===== config.mk =====
export PLATFORM = sky130hd
export DESIGN_NAME = lottery_ctrl_flat
export DESIGN_NICKNAME = d
export VERILOG_FILES = /design/src/rtl/lottery_ctrl_if.sv /design/src/rtl/lottery_ctrl.sv /design/src/flat_wrapper.sv
export SDC_FILE = /design/constraint.sdc
export NUM_CORES = 1
export LEC_CHECK = 0
export BUFFER_PORTS_ARGS = -buffer_cell sky130_fd_sc_hd__clkbuf_2
export CAP_MARGIN = 30
export CELL_PAD_IN_SITES_DETAIL_PLACEMENT = 0
export CELL_PAD_IN_SITES_GLOBAL_PLACEMENT = 2
export CORE_AREA = 4 4 211 110
export DETAILED_ROUTE_END_ITERATION = 16
export DIE_AREA = 0 0 215 114
export PLACE_DENSITY = 0.83
export SETUP_SLACK_MARGIN = 0.2
export SYNTH_ARGS = -nofsm -noshare
export SYNTH_HDL_FRONTEND = slang
export SYNTH_SLANG_ARGS = --single-unit
export TNS_END_PERCENT = 1

===== constraint.sdc =====
create_clock -name clk -period 4.9 [get_ports clk]
set_clock_uncertainty 0.05 [all_clocks]
set_input_delay 0.245 -clock clk [delete_from_list [all_inputs] [get_ports clk]]
set_output_delay 0.245 -clock clk [all_outputs]
set_load 0.02 [all_outputs]

===== src/rtl/lottery_ctrl_if.sv =====
// lottery_ctrl_if: bet-entry inputs and draw/result outputs of the lottery round controller
interface lottery_ctrl_if;
  logic start, line_done, finish, RD_ERR;
  logic [4:0] B1, B2, B3, B4;
  logic SYSRDY, res_valid, done, ovf;
  logic [4:0] D1, D2, D3, D4;
  logic [2:0] line_idx, hits;
  modport master (
    output start, line_done, finish, RD_ERR, B1, B2, B3, B4,
    input SYSRDY, res_valid, done, ovf, D1, D2, D3, D4, line_idx, hits
  );
  modport slave (
    input start, line_done, finish, RD_ERR, B1, B2, B3, B4,
    output SYSRDY, res_valid, done, ovf, D1, D2, D3, D4, line_idx, hits
  );
endinterface


===== src/rtl/lottery_ctrl.sv =====
// lottery_ctrl: captures bet lines, draws 4 distinct LFSR numbers and scores one line per cycle
module lottery_ctrl #(
  parameter int MAX_LINES = 6,
  parameter logic [4:0] SEED = 5'b10101
) (
  input logic clk,
  input logic reset,
  lottery_ctrl_if.slave bus
);
  localparam int CW = $clog2(MAX_LINES + 1);
  localparam logic [CW-1:0] MAXC = CW'(MAX_LINES);
  typedef enum logic [2:0] {IDLE, COLLECT, DRAW, CHECK, DONE} state_t;
  state_t state_q, state_d;
  logic [4:0] lfsr_q, lfsr_d;
  logic [CW-1:0] cnt_q, cnt_d, ptr_q, ptr_d;
  logic [1:0] slot_q, slot_d;
  logic [3:0][4:0] d_q, d_d;
  logic [3:0][4:0] store_q [MAX_LINES];
  logic [3:0][4:0] store_d [MAX_LINES];
  logic [2:0] line_idx_q, line_idx_d, hits_q, hits_d, hit_cnt;
  logic res_valid_q, res_valid_d, done_q, done_d, ovf_q, ovf_d, dup;
  always_comb begin
    state_d = state_q;
    lfsr_d = {lfsr_q[3:0], lfsr_q[4] ^ lfsr_q[2]};
    cnt_d = cnt_q;
    ptr_d = ptr_q;
    slot_d = slot_q;
    d_d = d_q;
    store_d = store_q;
    line_idx_d = line_idx_q;
    hits_d = hits_q;
    res_valid_d = 1'b0;
    done_d = done_q;
    ovf_d = ovf_q;
    // empty slots hold 0, which the LFSR never produces, so all four can be compared
    dup = d_q[0] == lfsr_q || d_q[1] == lfsr_q || d_q[2] == lfsr_q || d_q[3] == lfsr_q;
    hit_cnt = '0;
    for (int j = 0; j < 4; j++)
      for (int k = 0; k < 4; k++)
        hit_cnt = hit_cnt + 3'(store_q[ptr_q][j] == d_q[k]);
    case (state_q)
      IDLE, DONE: begin
        done_d = state_q == DONE;
        if (bus.start) begin
          state_d = COLLECT;
          cnt_d = '0;
          slot_d = '0;
          d_d = '0;
          done_d = 1'b0;
          ovf_d = 1'b0;
        end
      end
      COLLECT: begin
        if (bus.line_done && cnt_q != MAXC) begin
          store_d[cnt_q] = {bus.B4, bus.B3, bus.B2, bus.B1};
          cnt_d = cnt_q + 1'b1;
        end else if (bus.line_done) ovf_d = 1'b1;
        if (bus.finish && cnt_d != '0) state_d = DRAW;
      end
      DRAW: if (!dup) begin
        d_d[slot_q] = lfsr_q;
        slot_d = slot_q + 1'b1;
        if (slot_q == 2'd3) begin
          state_d = CHECK;
          ptr_d = '0;
        end
      end
      CHECK: begin
        line_idx_d = 3'(ptr_q);
        hits_d = hit_cnt;
        res_valid_d = 1'b1;
        ptr_d = ptr_q + 1'b1;
        if (ptr_q == cnt_q - 1'b1) state_d = DONE;
      end
      default: state_d = IDLE;
    endcase
  end
  always_ff @(posedge clk) begin
    if (reset) begin
      state_q <= IDLE;
      lfsr_q <= SEED;
      cnt_q <= '0;
      ptr_q <= '0;
      slot_q <= '0;
      d_q <= '0;
      line_idx_q <= '0;
      hits_q <= '0;
      res_valid_q <= 1'b0;
      done_q <= 1'b0;
      ovf_q <= 1'b0;
    end else begin
      state_q <= state_d;
      lfsr_q <= lfsr_d;
      cnt_q <= cnt_d;
      ptr_q <= ptr_d;
      slot_q <= slot_d;
      d_q <= d_d;
      line_idx_q <= line_idx_d;
      hits_q <= hits_d;
      res_valid_q <= res_valid_d;
      done_q <= done_d;
      ovf_q <= ovf_d;
    end
  end
  always_ff @(posedge clk) store_q <= store_d;
  assign bus.SYSRDY = state_q == COLLECT;
  assign bus.D1 = d_q[0];
  assign bus.D2 = d_q[1];
  assign bus.D3 = d_q[2];
  assign bus.D4 = d_q[3];
  assign bus.line_idx = line_idx_q;
  assign bus.hits = hits_q;
  assign bus.res_valid = res_valid_q;
  assign bus.done = done_q;
  assign bus.ovf = ovf_q;
endmodule

===== src/flat_wrapper.sv =====
// flat-port wrapper written by rule: the top's interface ports become plain ports
module lottery_ctrl_flat 
#(
  parameter int MAX_LINES = 6,
  parameter logic [4:0] SEED = 5'b10101
)
  (clk, reset, bus_start, bus_line_done, bus_finish, bus_RD_ERR, bus_B1, bus_B2, bus_B3, bus_B4, bus_SYSRDY, bus_res_valid, bus_done, bus_ovf, bus_D1, bus_D2, bus_D3, bus_D4, bus_line_idx, bus_hits);
  lottery_ctrl_if bus_i ();
  input logic clk;
  input logic reset;
  input wire logic [$bits(bus_i.start)-1:0] bus_start;
  input wire logic [$bits(bus_i.line_done)-1:0] bus_line_done;
  input wire logic [$bits(bus_i.finish)-1:0] bus_finish;
  input wire logic [$bits(bus_i.RD_ERR)-1:0] bus_RD_ERR;
  input wire logic [$bits(bus_i.B1)-1:0] bus_B1;
  input wire logic [$bits(bus_i.B2)-1:0] bus_B2;
  input wire logic [$bits(bus_i.B3)-1:0] bus_B3;
  input wire logic [$bits(bus_i.B4)-1:0] bus_B4;
  output wire logic [$bits(bus_i.SYSRDY)-1:0] bus_SYSRDY;
  output wire logic [$bits(bus_i.res_valid)-1:0] bus_res_valid;
  output wire logic [$bits(bus_i.done)-1:0] bus_done;
  output wire logic [$bits(bus_i.ovf)-1:0] bus_ovf;
  output wire logic [$bits(bus_i.D1)-1:0] bus_D1;
  output wire logic [$bits(bus_i.D2)-1:0] bus_D2;
  output wire logic [$bits(bus_i.D3)-1:0] bus_D3;
  output wire logic [$bits(bus_i.D4)-1:0] bus_D4;
  output wire logic [$bits(bus_i.line_idx)-1:0] bus_line_idx;
  output wire logic [$bits(bus_i.hits)-1:0] bus_hits;
  assign bus_i.start = bus_start;
  assign bus_i.line_done = bus_line_done;
  assign bus_i.finish = bus_finish;
  assign bus_i.RD_ERR = bus_RD_ERR;
  assign bus_i.B1 = bus_B1;
  assign bus_i.B2 = bus_B2;
  assign bus_i.B3 = bus_B3;
  assign bus_i.B4 = bus_B4;
  assign bus_SYSRDY = bus_i.SYSRDY;
  assign bus_res_valid = bus_i.res_valid;
  assign bus_done = bus_i.done;
  assign bus_ovf = bus_i.ovf;
  assign bus_D1 = bus_i.D1;
  assign bus_D2 = bus_i.D2;
  assign bus_D3 = bus_i.D3;
  assign bus_D4 = bus_i.D4;
  assign bus_line_idx = bus_i.line_idx;
  assign bus_hits = bus_i.hits;
  lottery_ctrl #(.MAX_LINES(MAX_LINES), .SEED(SEED)) u_core (.clk(clk), .reset(reset), .bus(bus_i));
endmodule

==> results.ini, run 1 <==
[critical_path]
worst_setup_path_start_kind = flip-flop
crit_type = flip-flop to flip-flop
crit_path_end_kind = flip-flop
crit_arrival_ns = 5.65
cp.required_ns = 5.20
timing.rr.start = u_core.ptr_q[0]$_SDFFE_PP0P_
regToRegSetupSlack_ns = -0.45
reg2reg_depth = 21
capture_instance_of_the_worst_register_to_register_path = u_core.bus.hits[2]$_SDFFE_PP0P_
critical_path.max_fanout = 13

[clock_network]
clockBufferDepth = 2
tritoncts_sinks = 165
tritoncts = done
cts_inserted_buffers = 17
cts-htree-levels = 4
clkSlewWorstSetupHoldPaths_ns = 0.06
clk_latency_ns = 0.44
cts_root_buf = clkbuf_16

[drt]
final_antenna_net_count = 0
route.detailed.wl_per_inst_um = 21.5
num_vias = 5389
drtPass1Iterations = 5
routed_via_density = 5.33
routed_wl_um = 21800
number_of_drc_violations_after_detailed_routing = 0
drt_first_iter_violations = 394

[floorplanning]
die_w_um = 215
ios = 56
core_area_um2 = 21300
floorplan.die_area_um2 = 24500
initial_core_util_pct = 38.4
fp.dieH_um = 114
core.rowCount = 38

[cells_and_area]
finalCoreUtilization_pct = 46.5
finalNetCount = 765
fin_cells = 1012
area_taken_by_multi_input_logic_gates_um2 = 3400
layout.filler_cells = 1903
num_antenna_cells = 0
synthToLayoutAreaGrowth_pct = 21.0
drive_above_1_share_pct = 33.2
seqCellArea_um2 = 4510
final_cell_mix = edfxtp_1, xnor2_1, buf_4
final_common_cell = edfxtp_1

[power]
vdd.ir_drop.worst_uv = 181
power_frac_comb_pct = 7.7
switching_power_mw = 0.700
switching_share_pct = 22.2
power.internal_mw = 2.46
clockPowerShare_pct = 43.8
power_density_nw_per_um2 = 318
pwr-share-seq_pct = 48.5
p_total_mw = 3.16
p_leak_nw = 3.76

[global_route]
grt_antenna_before_repair = 1
track_usage_pct = 18.5
first_global_vias = 5574
remaining_overflow_grt = 0
grt_pass1_wl_um = 33600
pin_count_of_the_biggest_net_entering_global_routing = 33

[synth]
synthCells = 608
synth-edff-count = 120
netlist-cell-type-count = 54
synth.ff_latch_count = 165
synthesized_netlist_net_count = 654
post_synthesis_cell_area_um2 = 8200
ys.flop_type = edfxtp_1
yosys_warnings = 0
synth_area_per_cell_um2 = 13.5
proportion_of_register_bits_with_asynchronous_set_or_reset_after_synthesis_pct = 0
proportion_of_synthesized_chip_area_in_sequential_cells_pct = 55.0

[hold_path]
hold_path_class = primary input to flip-flop
timing.hold.worst_endpoint = u_core.store_q[117]$_DFFE_PP_
hold_path.startpoint = bus_B4[2]
hold-path-cell-count = 1

[status]
outcome = finished with violations
failed_checks = setup timing

[flow_run]
timing.max_cap.violations = 0

[timing]
hold_viol = 0
rsz0062_at_grt = true
layout_setup_ws_ns = -0.449
fmax_ghz = 0.187
tightestPinTransition_ns = 1.12
timing.final.max_slew_violations = 0
finalSetupViolations = 2
period_share_pct = 109
finalWorstPathRequiredPeriod_ns = 5.35
relSlewSlack_pct = 25.3

[place]
placement.io_buffers = 54
placed_cells_incl_taps = 967
place.gp.congestion = 0.935
dp.final_hpwl_um = 16300

[through the flow]
| step | hold slack [ns] | worst slack, ns | setup TNS (ns) | cell area, µm² |
|---|---|---|---|---|
| 6_report | 0.0146 | -0.449 | -0.818 | 9920 |
| 3_5_place_dp | 0.402 | -0.477 | -0.867 | 9190 |
| 5_1_grt | 0.00357 | -0.682 | -1.40 | 9920 |
| 2_1_floorplan | 0.294 | -0.175 | -0.283 | 8220 |
| 4_1_cts | 0.00246 | -0.461 | -0.818 | 9890 |
| 3_3_place_gp | 0.393 | -0.401 | -0.743 | 9190 |
[worst max path at each step]
stage,from,endpoint,depth (start not counted)
after floorplan,u_core.ptr_q[0]$_SDFFE_PP0P_,u_core.bus.hits[2]$_SDFFE_PP0P_,21
after global placement,u_core.ptr_q[0]$_SDFFE_PP0P_,u_core.bus.hits[2]$_SDFFE_PP0P_,20
after detailed placement,u_core.ptr_q[0]$_SDFFE_PP0P_,u_core.bus.hits[2]$_SDFFE_PP0P_,20
after CTS,u_core.ptr_q[0]$_SDFFE_PP0P_,u_core.bus.hits[2]$_SDFFE_PP0P_,19
after global routing,u_core.ptr_q[0]$_SDFFE_PP0P_,u_core.bus.hits[2]$_SDFFE_PP0P_,21
final,u_core.ptr_q[0]$_SDFFE_PP0P_,u_core.bus.hits[2]$_SDFFE_PP0P_,21
[Yosys cell counts, drive strengths merged, types with 2 or more instances]
cell type  number  share of area [%]
mux2           20                2.7
nand3          24                1.5
clkbuf         13               0.60
nor3b           3               0.27
a31oi           3               0.23
dfxtp          45                 11
or2             3               0.23
a22oi          20                3.5
a311oi          3               0.32
inv            23                1.1
a211oi          3               0.27
nor2b           2               0.15
nor4            3               0.23
mux4           20                5.5
nor3           19                1.6
o22a            2               0.21
or3b            2               0.21
xor2           31                3.3
nand4          10               0.76
o22ai           2               0.15
buf            31                2.3
nor2           13               0.60
xnor2          77                8.2
ha             10                1.5
nand2b          9               0.69
o31ai           4               0.37
edfxtp        120                 44
o21ai           4               0.24
a21oi          12               0.73
mux2i          17                2.1
nand2          35                1.6
fa             10                2.4
[area by class of cell]
type	count	share of cell area, %
flip-flops and latches	165	45.4
multi-input cells	375	34.3
repair buffers	136	9.64
clock buffers	22	4.68
well taps	280	3.53
clock inverters	10	1.49
inverters	24	0.908
[metal layers]
metal  routed length (µm)  global-route usage (%)
met1                11000                    29.0
met2                 8670                    24.3
met3                 1780                    5.96
met4                  302                    4.93
met5                   13                       0
[kinds of logic after synthesis]
group	after synthesis	synth area share, %
AO/OA/AOI/OAI	61	6.87
XOR/XNOR	108	11.5
adder cells (fa/ha/maj)	20	3.97
buffers and inverters	68	3.97
flip-flops	165	55.0
multiplexers	57	10.3
AND/OR/NAND/NOR	129	8.37
[sequential cells by signal, indices dropped and copies added, names as in the netlist, 5 cells and up]
signal          flops
u_core.store_q    120
u_core.bus.D1       5
u_core.bus.D2       5
u_core.bus.D3       5
u_core.bus.D4       5
u_core.lfsr_q       5
[critical path, cell delays in order, from the launching register on]
cell and delay, ns:
dfxtp_2 0.35, buf_12 0.16, buf_4 0.12, mux4_2 0.49
a22oi_2 0.23, buf_4 0.18, xnor2_1 0.06, nor3_1 0.20
nand3_1 0.14, fa_1 0.52, fa_1 0.54, fa_1 0.53
inv_2 0.05, fa_1 0.44, inv_1 0.08, fa_2 0.19
inv_2 0.04, fa_2 0.39, xnor2_2 0.14, xnor2_1 0.16
nand2_1 0.07, a21oi_1 0.14
[timing repair]
| action | 4_1_cts | 5_1_grt |
|---|---|---|
| hold buffers | 5 | 0 |
| pin swaps | 6 | 3 |
| hold endpoints to repair | 30 | 0 |
| gates resized for setup | 3 | 1 |
| buffers inserted | 5 | 3 |
| cloned | 0 | 0 |
| endpoints found under the setup margin | 3 | 3 |
[power by group through the flow]
stage	clock [mW]	sequential, mW	combinational [mW]
2_1_floorplan	0	1.55	0.159
3_3_place_gp	0	1.56	0.227
3_5_place_dp	0	1.56	0.233
4_1_cts	1.41	1.53	0.241
5_1_grt	1.47	1.53	0.264
6_report	1.38	1.53	0.242
Power figures use the tool's default switching activity.
==> run 2, diff against run 1 <==
- RECOVER_POWER: unset -> 50
==> results.ini, run 2 (synthesis gave the netlist of run 1 again) <==
[status]
outcome = finished with violations
failed_checks = setup timing

[drt]
routed_via_density = 5.27  ; -1.1%
drtPass1Iterations = 5  ; unchanged
num_vias = 5330  ; -1.1%
number_of_drc_violations_after_detailed_routing = 0  ; unchanged
drt_first_iter_violations = 381  ; -3.3%
route.detailed.wl_per_inst_um = 21.5  ; about the same
final_antenna_net_count = 0  ; unchanged
routed_wl_um = 21800  ; about the same

[clock_network]
clk_latency_ns = 0.43  ; about the same
clockBufferDepth = 2  ; unchanged
clkSlewWorstSetupHoldPaths_ns = 0.06  ; about the same
tritoncts_sinks = 165  ; unchanged
cts-htree-levels = 4  ; unchanged
tritoncts = done
cts_root_buf = clkbuf_16
cts_inserted_buffers = 17  ; unchanged

[power]
p_leak_nw = 3.59  ; -4.4%
clockPowerShare_pct = 43.8  ; about the same
p_total_mw = 3.15  ; -0.15%
power_density_nw_per_um2 = 321  ; +0.73%
switching_power_mw = 0.698  ; -0.29%
switching_share_pct = 22.2  ; -0.030 points
pwr-share-seq_pct = 48.6  ; about the same
vdd.ir_drop.worst_uv = 180  ; -0.51%
power.internal_mw = 2.45  ; -0.12%
power_frac_comb_pct = 7.6  ; about the same

[global_route]
remaining_overflow_grt = 0  ; unchanged
grt_antenna_before_repair = 1  ; unchanged
first_global_vias = 5574  ; unchanged
grt_pass1_wl_um = 33600  ; unchanged
track_usage_pct = 18.5  ; unchanged
pin_count_of_the_biggest_net_entering_global_routing = 33  ; unchanged

[timing]
finalSetupViolations = 3  ; +1
tightestPinTransition_ns = 1.09  ; -0.0236 ns
period_share_pct = 110  ; +0.46 points
hold_viol = 0  ; unchanged
timing.final.max_slew_violations = 0  ; unchanged
rsz0062_at_grt = true
fin_worst_hold_slack_ns = 0.0833  ; +0.0687 ns
layout_setup_ws_ns = -0.472  ; -0.0225 ns
relSlewSlack_pct = 26.9  ; +1.6 points
fmax_ghz = 0.186  ; -0.42%
finalWorstPathRequiredPeriod_ns = 5.37  ; +0.0225 ns
finalSetupTns_ns = -0.890  ; -0.0717 ns

[critical_path]
critical_path.max_fanout = 13  ; unchanged
cp.required_ns = 5.20  ; about the same
regToRegSetupSlack_ns = -0.47  ; -0.02 ns
worst_setup_path_start_kind = flip-flop
crit_arrival_ns = 5.68  ; +0.03 ns
crit_path_end_kind = flip-flop
crit_type = flip-flop to flip-flop

[floorplanning]
initial_core_util_pct = 38.4  ; unchanged
core.rowCount = 38  ; unchanged
fp.dieH_um = 114  ; unchanged
core_area_um2 = 21300  ; unchanged
die_w_um = 215  ; unchanged
ios = 56  ; unchanged
floorplan.die_area_um2 = 24500  ; unchanged

[cells_and_area]
registers.top_by_ff_count = u_core.store_q
final_common_cell = edfxtp_1
finalNetCount = 765  ; unchanged
final_cell_mix = edfxtp_1, xnor2_1, buf_4
largest_register_ff_count = 120  ; unchanged
drive_above_1_share_pct = 26.6  ; -6.6 points
num_antenna_cells = 0  ; unchanged
synthToLayoutAreaGrowth_pct = 19.9
finalCoreUtilization_pct = 46.0  ; -0.41 points

[place]
dp_worst_setup_slack_ns = -0.477  ; unchanged
place.gp.congestion = 0.935  ; unchanged
dp.final_hpwl_um = 16300  ; unchanged
placement.io_buffers = 54  ; unchanged

[hold_path]
hold_path_class = primary input to flip-flop

[flow_run]
timing.max_cap.violations = 0  ; unchanged

run 2: worst paths after layout:
path,start,to,depth (start not counted)
setup / recovery,u_core.ptr_q[0]$_SDFFE_PP0P_,u_core.bus.hits[2]$_SDFFE_PP0P_,21
hold / removal,bus_B4[2],u_core.store_q[117]$_DFFE_PP_,1
setup reg to reg,u_core.ptr_q[0]$_SDFFE_PP0P_,u_core.bus.hits[2]$_SDFFE_PP0P_,21
hold reg to reg,u_core.bus.line_idx[1]$_SDFFE_PP0P_,u_core.bus.line_idx[1]$_SDFFE_PP0P_,2
run 2: power by group through the flow:
| stage | logic, mW | registers (mW) | clock network [mW] |
|---|---|---|---|
| floorplan | 0.159 | 1.55 | 0 |
| global placement | 0.227 | 1.56 | 0 |
| detailed placement | 0.233 | 1.56 | 0 |
| CTS | 0.241 | 1.53 | 1.41 |
| global route | 0.261 | 1.53 | 1.47 |
| finish | 0.240 | 1.53 | 1.38 |
run 2: layout make-up:
type                    count  area, µm²
inverters                  24       90.1
repair buffers            136        868
well taps                 280        350
clock buffers              22        464
multi-input cells         375       3400
clock inverters            10        148
fillers                  1924      11500
flip-flops and latches    165       4510
run 2: repair_timing:
action | CTS | global route
setup endpoints to repair | 3 | 3
endpoints found under the hold margin | 30 | 0
resized for setup | 3 | 1
setup buffers | 5 | 3
pin swaps | 6 | 3
hold buffers | 5 | 0
run 2: worst max-delay path: stages, from the launching register on:
cell and delay [ns]:
dfxtp_2 0.35, buf_12 0.15, buf_4 0.12, mux4_2 0.49, a22oi_2 0.23, buf_4 0.18, xnor2_1 0.07, nor3_1 0.21
nand3_1 0.14, fa_1 0.52, fa_1 0.54, fa_1 0.53, inv_2 0.05, fa_1 0.44, inv_1 0.08, fa_2 0.19
inv_2 0.04, fa_2 0.39, xnor2_2 0.14, xnor2_1 0.16, nand2_1 0.07, a21oi_1 0.14
run 2: per-stage QoR:
stage	cells	cell area (µm²)
3_3_place_gp	967	9190
6_report	1012	9830
2_1_floorplan	608	8220
3_5_place_dp	967	9190
5_1_grt	1012	9830
4_1_cts	1009	9890
run 2: routing by layer:
metal,vias to the layer above,wire length (µm),GRT usage [%],share of wire [%]
met5,-,13,0,0.060
met4,2,263,4.93,1.2
met3,25,1760,5.96,8.1
met2,182,8690,24.3,40
met1,2702,11100,29.0,51
li1,2419,-,-,-
